--- config.mk ---
export PLATFORM = sky130hd
export DESIGN_NAME = cmd_frame_decoder
export DESIGN_NICKNAME = d
export VERILOG_FILES = /design/src/rtl/decoder_pkg.sv /design/src/rtl/cmd_req_slot.sv /design/src/rtl/cmd_frame_decoder.sv
export SDC_FILE = /design/constraint.sdc
export NUM_CORES = 1
export LEC_CHECK = 0
export BUFFER_PORTS_ARGS = -buffer_cell sky130_fd_sc_hd__buf_2
export CORE_UTILIZATION = 50
export DETAILED_ROUTE_END_ITERATION = 6
export PLACE_DENSITY = 0.72
export SYNTH_ARGS = -nofsm -noshare
export SYNTH_HDL_FRONTEND = slang
export SYNTH_SLANG_ARGS = --single-unit
export TNS_END_PERCENT = 30
--- constraint.sdc ---
create_clock -name i_clk -period 2.5 [get_ports i_clk]
set_clock_uncertainty 0.05 [all_clocks]
set_input_delay 0.25 -clock i_clk [delete_from_list [all_inputs] [get_ports i_clk]]
set_output_delay 0.25 -clock i_clk [all_outputs]
set_load 0.05 [all_outputs]
--- src/rtl/decoder_pkg.sv ---
// Shared opcode constants, FSM state encoding and frame field helpers
// for the SPI command frame decoder.
package decoder_pkg;

    localparam logic [7:0] K_CMD_NOP    = 8'h00;
    localparam logic [7:0] K_CMD_READ   = 8'h01;
    localparam logic [7:0] K_CMD_WRITE  = 8'h02;
    localparam logic [7:0] K_CMD_RBURST = 8'h03;
    localparam logic [7:0] K_CMD_WBURST = 8'h04;

    typedef enum logic [2:0] {
        S_IDLE,
        S_WDATA,
        S_RBURST,
        S_WBURST,
        S_DONE,
        S_ERR
    } cmd_state_t;

    // Frames are passed zero-extended to 64 bits; callers cast the result to the field width.
    function automatic logic [63:0] f_opcode(input logic [63:0] frame,
                                             input int unsigned frame_w,
                                             input int unsigned opcode_w);
        return (frame >> (frame_w - opcode_w)) & ((64'd1 << opcode_w) - 64'd1);
    endfunction

    function automatic logic [63:0] f_addr(input logic [63:0] frame,
                                           input int unsigned addr_w);
        return frame & ((64'd1 << addr_w) - 64'd1);
    endfunction

endpackage

--- src/rtl/cmd_req_slot.sv ---
// One-entry valid/ready holding register for register-bus requests.
// Contents stay frozen while the request is pending and not yet accepted.
module cmd_req_slot #(
    parameter int ADDR_W = 8,
    parameter int DATA_W = 8
) (
    input  logic              i_clk,
    input  logic              i_rst_n,
    input  logic              i_load,
    input  logic              i_write,
    input  logic [ADDR_W-1:0] i_addr,
    input  logic [DATA_W-1:0] i_wdata,
    input  logic              i_ready,
    output logic              o_valid,
    output logic              o_write,
    output logic [ADDR_W-1:0] o_addr,
    output logic [DATA_W-1:0] o_wdata,
    output logic              o_stall
);

    logic              valid_q, valid_d;
    logic              write_q, write_d;
    logic [ADDR_W-1:0] addr_q, addr_d;
    logic [DATA_W-1:0] wdata_q, wdata_d;

    always_comb begin
        valid_d = valid_q & ~i_ready;
        write_d = write_q;
        addr_d  = addr_q;
        wdata_d = wdata_q;
        if (i_load) begin
            valid_d = 1'b1;
            write_d = i_write;
            addr_d  = i_addr;
            wdata_d = i_wdata;
        end
    end

    always_ff @(posedge i_clk or negedge i_rst_n) begin
        if (!i_rst_n) begin
            valid_q <= 1'b0;
            write_q <= 1'b0;
            addr_q  <= '0;
            wdata_q <= '0;
        end else begin
            valid_q <= valid_d;
            write_q <= write_d;
            addr_q  <= addr_d;
            wdata_q <= wdata_d;
        end
    end

    assign o_valid = valid_q;
    assign o_write = write_q;
    assign o_addr  = addr_q;
    assign o_wdata = wdata_q;
    assign o_stall = valid_q & ~i_ready;

endmodule

--- src/rtl/cmd_frame_decoder.sv ---
// SPI frame to register-bus request decoder: single/burst read and write with
// address auto-increment, burst limit and sticky overrun/unknown-opcode flags.
//
// state    | meaning
// IDLE     | waiting for a header frame
// WDATA    | single write header seen, waiting for its data frame
// RBURST   | each further frame issues a read at the next address
// WBURST   | each data frame issues a write at the next address
// DONE     | command complete, frames ignored until CSn high
// ERR      | error seen, frames ignored until CSn high
module cmd_frame_decoder
    import decoder_pkg::*;
#(
    parameter int FRAME_W   = 16,
    parameter int OPCODE_W  = 8,
    parameter int ADDR_W    = 8,
    parameter int DATA_W    = 8,
    parameter int MAX_BURST = 16
) (
    input  logic               i_clk,
    input  logic               i_rst_n,
    input  logic               i_spi_csn,
    input  logic [FRAME_W-1:0] i_spi_data,
    input  logic               i_spi_valid,
    output logic               o_req_valid,
    input  logic               i_req_ready,
    output logic               o_req_write,
    output logic [ADDR_W-1:0]  o_req_addr,
    output logic [DATA_W-1:0]  o_req_wdata,
    output logic               o_spi_reset,
    output logic               o_err_unknown,
    output logic               o_err_overrun,
    output logic               o_busy
);

    localparam int CNT_W = (MAX_BURST > 0) ? $clog2(MAX_BURST + 1) : 1;

    cmd_state_t        state_q, state_d;
    logic [ADDR_W-1:0] addr_q, addr_d;
    logic [CNT_W-1:0]  cnt_q, cnt_d;
    logic              err_unknown_q, err_unknown_d;
    logic              err_overrun_q, err_overrun_d;
    logic              spi_reset_q, spi_reset_d;

    logic                take;
    logic                stall;
    logic [OPCODE_W-1:0] opcode;
    logic [ADDR_W-1:0]   hdr_addr;
    logic                ld;
    logic                ld_write;
    logic [ADDR_W-1:0]   ld_addr;
    logic [DATA_W-1:0]   ld_wdata;

    assign take     = i_spi_valid & ~i_spi_csn;
    assign opcode   = OPCODE_W'(f_opcode(64'(i_spi_data), FRAME_W, OPCODE_W));
    assign hdr_addr = ADDR_W'(f_addr(64'(i_spi_data), ADDR_W));

    always_comb begin
        state_d       = state_q;
        addr_d        = addr_q;
        cnt_d         = cnt_q;
        err_unknown_d = err_unknown_q;
        err_overrun_d = err_overrun_q;
        spi_reset_d   = 1'b0;
        ld            = 1'b0;
        ld_write      = 1'b0;
        ld_addr       = '0;
        ld_wdata      = '0;

        if (i_spi_csn) begin
            state_d       = S_IDLE;
            addr_d        = '0;
            cnt_d         = '0;
            err_unknown_d = 1'b0;
            err_overrun_d = 1'b0;
            spi_reset_d   = 1'b1;
        end else if (take && stall) begin
            // Frame lost: the slot still holds an unaccepted request.
            err_overrun_d = 1'b1;
            state_d       = S_ERR;
        end else if (take) begin
            case (state_q)
                S_IDLE: begin
                    addr_d = hdr_addr;
                    case (opcode)
                        OPCODE_W'(K_CMD_NOP):   state_d = S_DONE;
                        OPCODE_W'(K_CMD_READ): begin
                            ld      = 1'b1;
                            ld_addr = hdr_addr;
                            state_d = S_DONE;
                        end
                        OPCODE_W'(K_CMD_WRITE): state_d = S_WDATA;
                        OPCODE_W'(K_CMD_RBURST): begin
                            ld      = 1'b1;
                            ld_addr = hdr_addr;
                            addr_d  = hdr_addr + ADDR_W'(1);
                            state_d = S_RBURST;
                        end
                        OPCODE_W'(K_CMD_WBURST): state_d = S_WBURST;
                        default: begin
                            err_unknown_d = 1'b1;
                            state_d       = S_ERR;
                        end
                    endcase
                end
                S_WDATA: begin
                    ld       = 1'b1;
                    ld_write = 1'b1;
                    ld_addr  = addr_q;
                    ld_wdata = i_spi_data[DATA_W-1:0];
                    state_d  = S_DONE;
                end
                S_RBURST, S_WBURST: begin
                    if ((MAX_BURST != 0) && (cnt_q == CNT_W'(MAX_BURST))) begin
                        err_overrun_d = 1'b1;
                        state_d       = S_ERR;
                    end else begin
                        ld       = 1'b1;
                        ld_write = (state_q == S_WBURST);
                        ld_addr  = addr_q;
                        ld_wdata = (state_q == S_WBURST) ? i_spi_data[DATA_W-1:0] : '0;
                        addr_d   = addr_q + ADDR_W'(1);
                        cnt_d    = cnt_q + CNT_W'(1);
                    end
                end
                default: ;
            endcase
        end
    end

    always_ff @(posedge i_clk or negedge i_rst_n) begin
        if (!i_rst_n) begin
            state_q       <= S_IDLE;
            addr_q        <= '0;
            cnt_q         <= '0;
            err_unknown_q <= 1'b0;
            err_overrun_q <= 1'b0;
            spi_reset_q   <= 1'b0;
        end else begin
            state_q       <= state_d;
            addr_q        <= addr_d;
            cnt_q         <= cnt_d;
            err_unknown_q <= err_unknown_d;
            err_overrun_q <= err_overrun_d;
            spi_reset_q   <= spi_reset_d;
        end
    end

    cmd_req_slot #(
        .ADDR_W (ADDR_W),
        .DATA_W (DATA_W)
    ) u_slot (
        .i_clk   (i_clk),
        .i_rst_n (i_rst_n),
        .i_load  (ld),
        .i_write (ld_write),
        .i_addr  (ld_addr),
        .i_wdata (ld_wdata),
        .i_ready (i_req_ready),
        .o_valid (o_req_valid),
        .o_write (o_req_write),
        .o_addr  (o_req_addr),
        .o_wdata (o_req_wdata),
        .o_stall (stall)
    );

    assign o_spi_reset   = spi_reset_q;
    assign o_err_unknown = err_unknown_q;
    assign o_err_overrun = err_overrun_q;
    assign o_busy        = (state_q != S_IDLE);

endmodule
==> reports/results.txt <==
worst-path fanout max -> 11
routing usage on met1 -> 36.4%
crit path time final -> 2190 ps
Residual DRC -> 0
element type at the critical path start -> register
Die H -> 67.0 um
DIE AREA -> 4490 sq um
total power -> 0.00157 W
vias per cell -> 5.76
FMAX -> 457 MHz
#FFs+latches synth -> 37
post-synth cell types -> 48
gp weighted congestion -> 0.958
most used routing layer -> met1
Starting Density -> 52.4%
Worst-Skew Late Latency -> 290 ps
worst-margin pin slew -> 828 ps
period utilisation layout -> 87.6%
post_cts resized -> 0
Fillers -> 376
Final Max Slew Viols -> 0
# diodes -> 0
IO Count -> 43
Top delay family on crit path -> compound AO/OA/AOI/OAI gates
drt initial violations -> 121
drt total wl -> 5.09 mm
Sink Count -> 37
Post-synth EDFFs -> 0
hpwl dp -> 3.68 mm
ANT nets after route -> 0
critical path data arrival time -> 2300 ps
Worst Path Buf+Inv -> 2
status -> finished, final reports clean
H-tree depth -> 2
Power Dens Cells -> 625 nW/um^2
GRT overflow -> 0
largest net degree at the start of global routing -> 38
drt first pass iters -> 6
row cnt -> 23
layout cells sized above 1 -> 22.9%
Syn Nets -> 257
Layout Nets -> 304
via count -> 1900
Worst setup EP type -> register
Crit Reg-Reg Endpoint -> addr_q[6]
total track usage -> 24.6%
RSZ-0062 raised after global routing -> false
Reg clk slew, reported paths -> 70 ps
worst reg-to-reg path cell count -> 8
vias in the first global route -> 1694
RR Startpoint -> cnt_q[0]
most common cell after layout, fill and taps aside -> buf_2
total CTS buffers -> 5
sequential share of the synthesized area -> 43.9%
die width -> 67.0 um
asr flop ratio synth -> 100%
post-synthesis cell count -> 232
IO buf count -> 42
max-cap violations -> 0
met3 GRT Util -> 4.97%
VDD IR max -> 0.357 mV
Setup Buffers After CTS -> 0
most frequent cells in the layout -> buf_2 (42), nand2_1 (38), dfrtp_1 (37)
yosys warns -> 0
critical path's slowest cell -> a2111oi_2
CP required -> 2610 ps
Most used DFF post-synth -> dfrtp_1
critical path cell sequence -> inv_1 -> ha_1 -> and4bb_2 -> a2111oi_2 -> buf_4 -> nor2_1 -> o21ai_0 -> o221ai_1
routed len/inst -> 15.4 um
clk buf depth -> 2
global-route wire length before repair -> 8.17 mm
Setup Viol. Count Final -> 0
Setup TNS -> 0 ps
CTS root buffer -> clkbuf_8
Synth Cell Area -> 2110 sq um
total core area -> 4030 sq um
cts-stage hold buffer count -> 0
syn_area_per_cell -> 9.10 sq um
initial antenna violation count -> 0
hold violation count in the final report -> 0
crit path kind -> register to register
worst relative slew slack -> 44.8%
met2 usage -> 33.5%
min-delay worst type -> input pin to asynchronous set/reset pin
CTS tree -> built
Synth-to-Final Area Change -> 18.9%
FF-to-FF setup slack -> 310 ps
Leak Pwr -> 1.12 nW
CP max stage delay -> 430 ps
layout make-up:
cell class | instances | area, sq um | area share (%)
flip-flops and latches | 37 | 926 | 36.9
clock buffers | 7 | 86.3 | 3.44
repair buffers | 50 | 270 | 10.8
well taps | 50 | 62.6 | 2.49
multi-input cells | 182 | 1120 | 44.7
inverters | 3 | 11.3 | 0.449
clock inverters | 1 | 30.0 | 1.20
worst max-delay path by stage:
stage	start	to	slack (ps)	depth (start not counted)
finish	cnt_q[0]	addr_q[6]	310	8
global route	cnt_q[0]	addr_q[7]	100	8
CTS	cnt_q[0]	addr_q[6]	340	8
detailed placement	cnt_q[0]	addr_q[6]	350	8
global placement	state_q[2]	addr_q[7]	420	4
floorplan	state_q[2]	u_slot.o_wdata[0]	300	7
per-stage QoR:
| stage | hold slack (ps) | setup slack, ps | instance area [sq um] | utilization (%) | cells |
|---|---|---|---|---|---|
| finish | 6.92 | 310 | 2510 | 62.3 | 330 |
| global placement | 336 | 422 | 2390 | 59.4 | 322 |
| global route | 63.2 | 97.0 | 2510 | 62.3 | 330 |
| floorplan | -95.6 | 298 | 2110 | - | 232 |
| detailed placement | 346 | 353 | 2390 | 59.4 | 322 |
| CTS | 33.4 | 338 | 2510 | 62.3 | 330 |
state kept, by name, summed over array words and instances, names as in the netlist:
signal,cells
cnt_q,5
o_err_unknown,1
addr_q,8
state_q,3
o_err_overrun,1
u_slot.o_write,1
u_slot.o_valid,1
o_spi_reset,1
u_slot.o_addr,8
u_slot.o_wdata,8
cell usage after synthesis, types with 3 or more instances:
| master | instances | area [sq um] |
|---|---|---|
| a31oi_1 | 4 | 25.0 |
| ha_1 | 4 | 50.1 |
| mux2i_1 | 3 | 30.0 |
| clkbuf_1 | 4 | 15.0 |
| nor2_1 | 14 | 52.6 |
| xnor2_1 | 9 | 78.8 |
| dfrtp_1 | 37 | 926 |
| nor3b_1 | 3 | 22.5 |
| nand3_1 | 8 | 40.0 |
| inv_1 | 3 | 11.3 |
| nand2_1 | 38 | 143 |
| nor2b_1 | 6 | 37.5 |
| o21ai_0 | 26 | 130 |
| nand2b_1 | 8 | 50.1 |
| a21oi_1 | 7 | 35.0 |
| a22oi_1 | 8 | 60.1 |
| buf_2 | 5 | 25.0 |
metal layers:
metal | wire length, um | part of all wire, %
met5 | 0 | 0
met4 | 112 | 2.2
met3 | 309 | 6.1
met2 | 2180 | 43
met1 | 2490 | 49
worst reg2reg max path, stage by stage (launching register included):
cell	delay, ps
dfrtp_1	400
inv_1	60
ha_1	200
and4bb_2	270
a2111oi_2	430
buf_4	250
nor2_1	80
o21ai_0	180
o221ai_1	130
power breakdown:
part           internal [W]  switching (W)  total, W  leakage (nW)
Combinational     0.0000977       0.000257  0.000355         0.558
Clock              0.000325       0.000208  0.000533        0.0585
Sequential         0.000645      0.0000359  0.000681         0.504
Total               0.00107       0.000501   0.00157          1.12
cell families (layout without fill, tap and decap cells):
group                    count (synthesis)  in the layout  share of synthesized area (%)
adder cells (fa/ha/maj)                  4              4                           2.37
flip-flops                              37             37                           43.9
multiplexers                             4              4                           1.96
XOR/XNOR                                11             11                           4.56
buffers and inverters                   13             61                           2.96
AO/OA/AOI/OAI                           61             61                           18.6
AND/OR/NAND/NOR                        102            102                           25.7
Note: power is estimated with default switching activity, not from simulation.
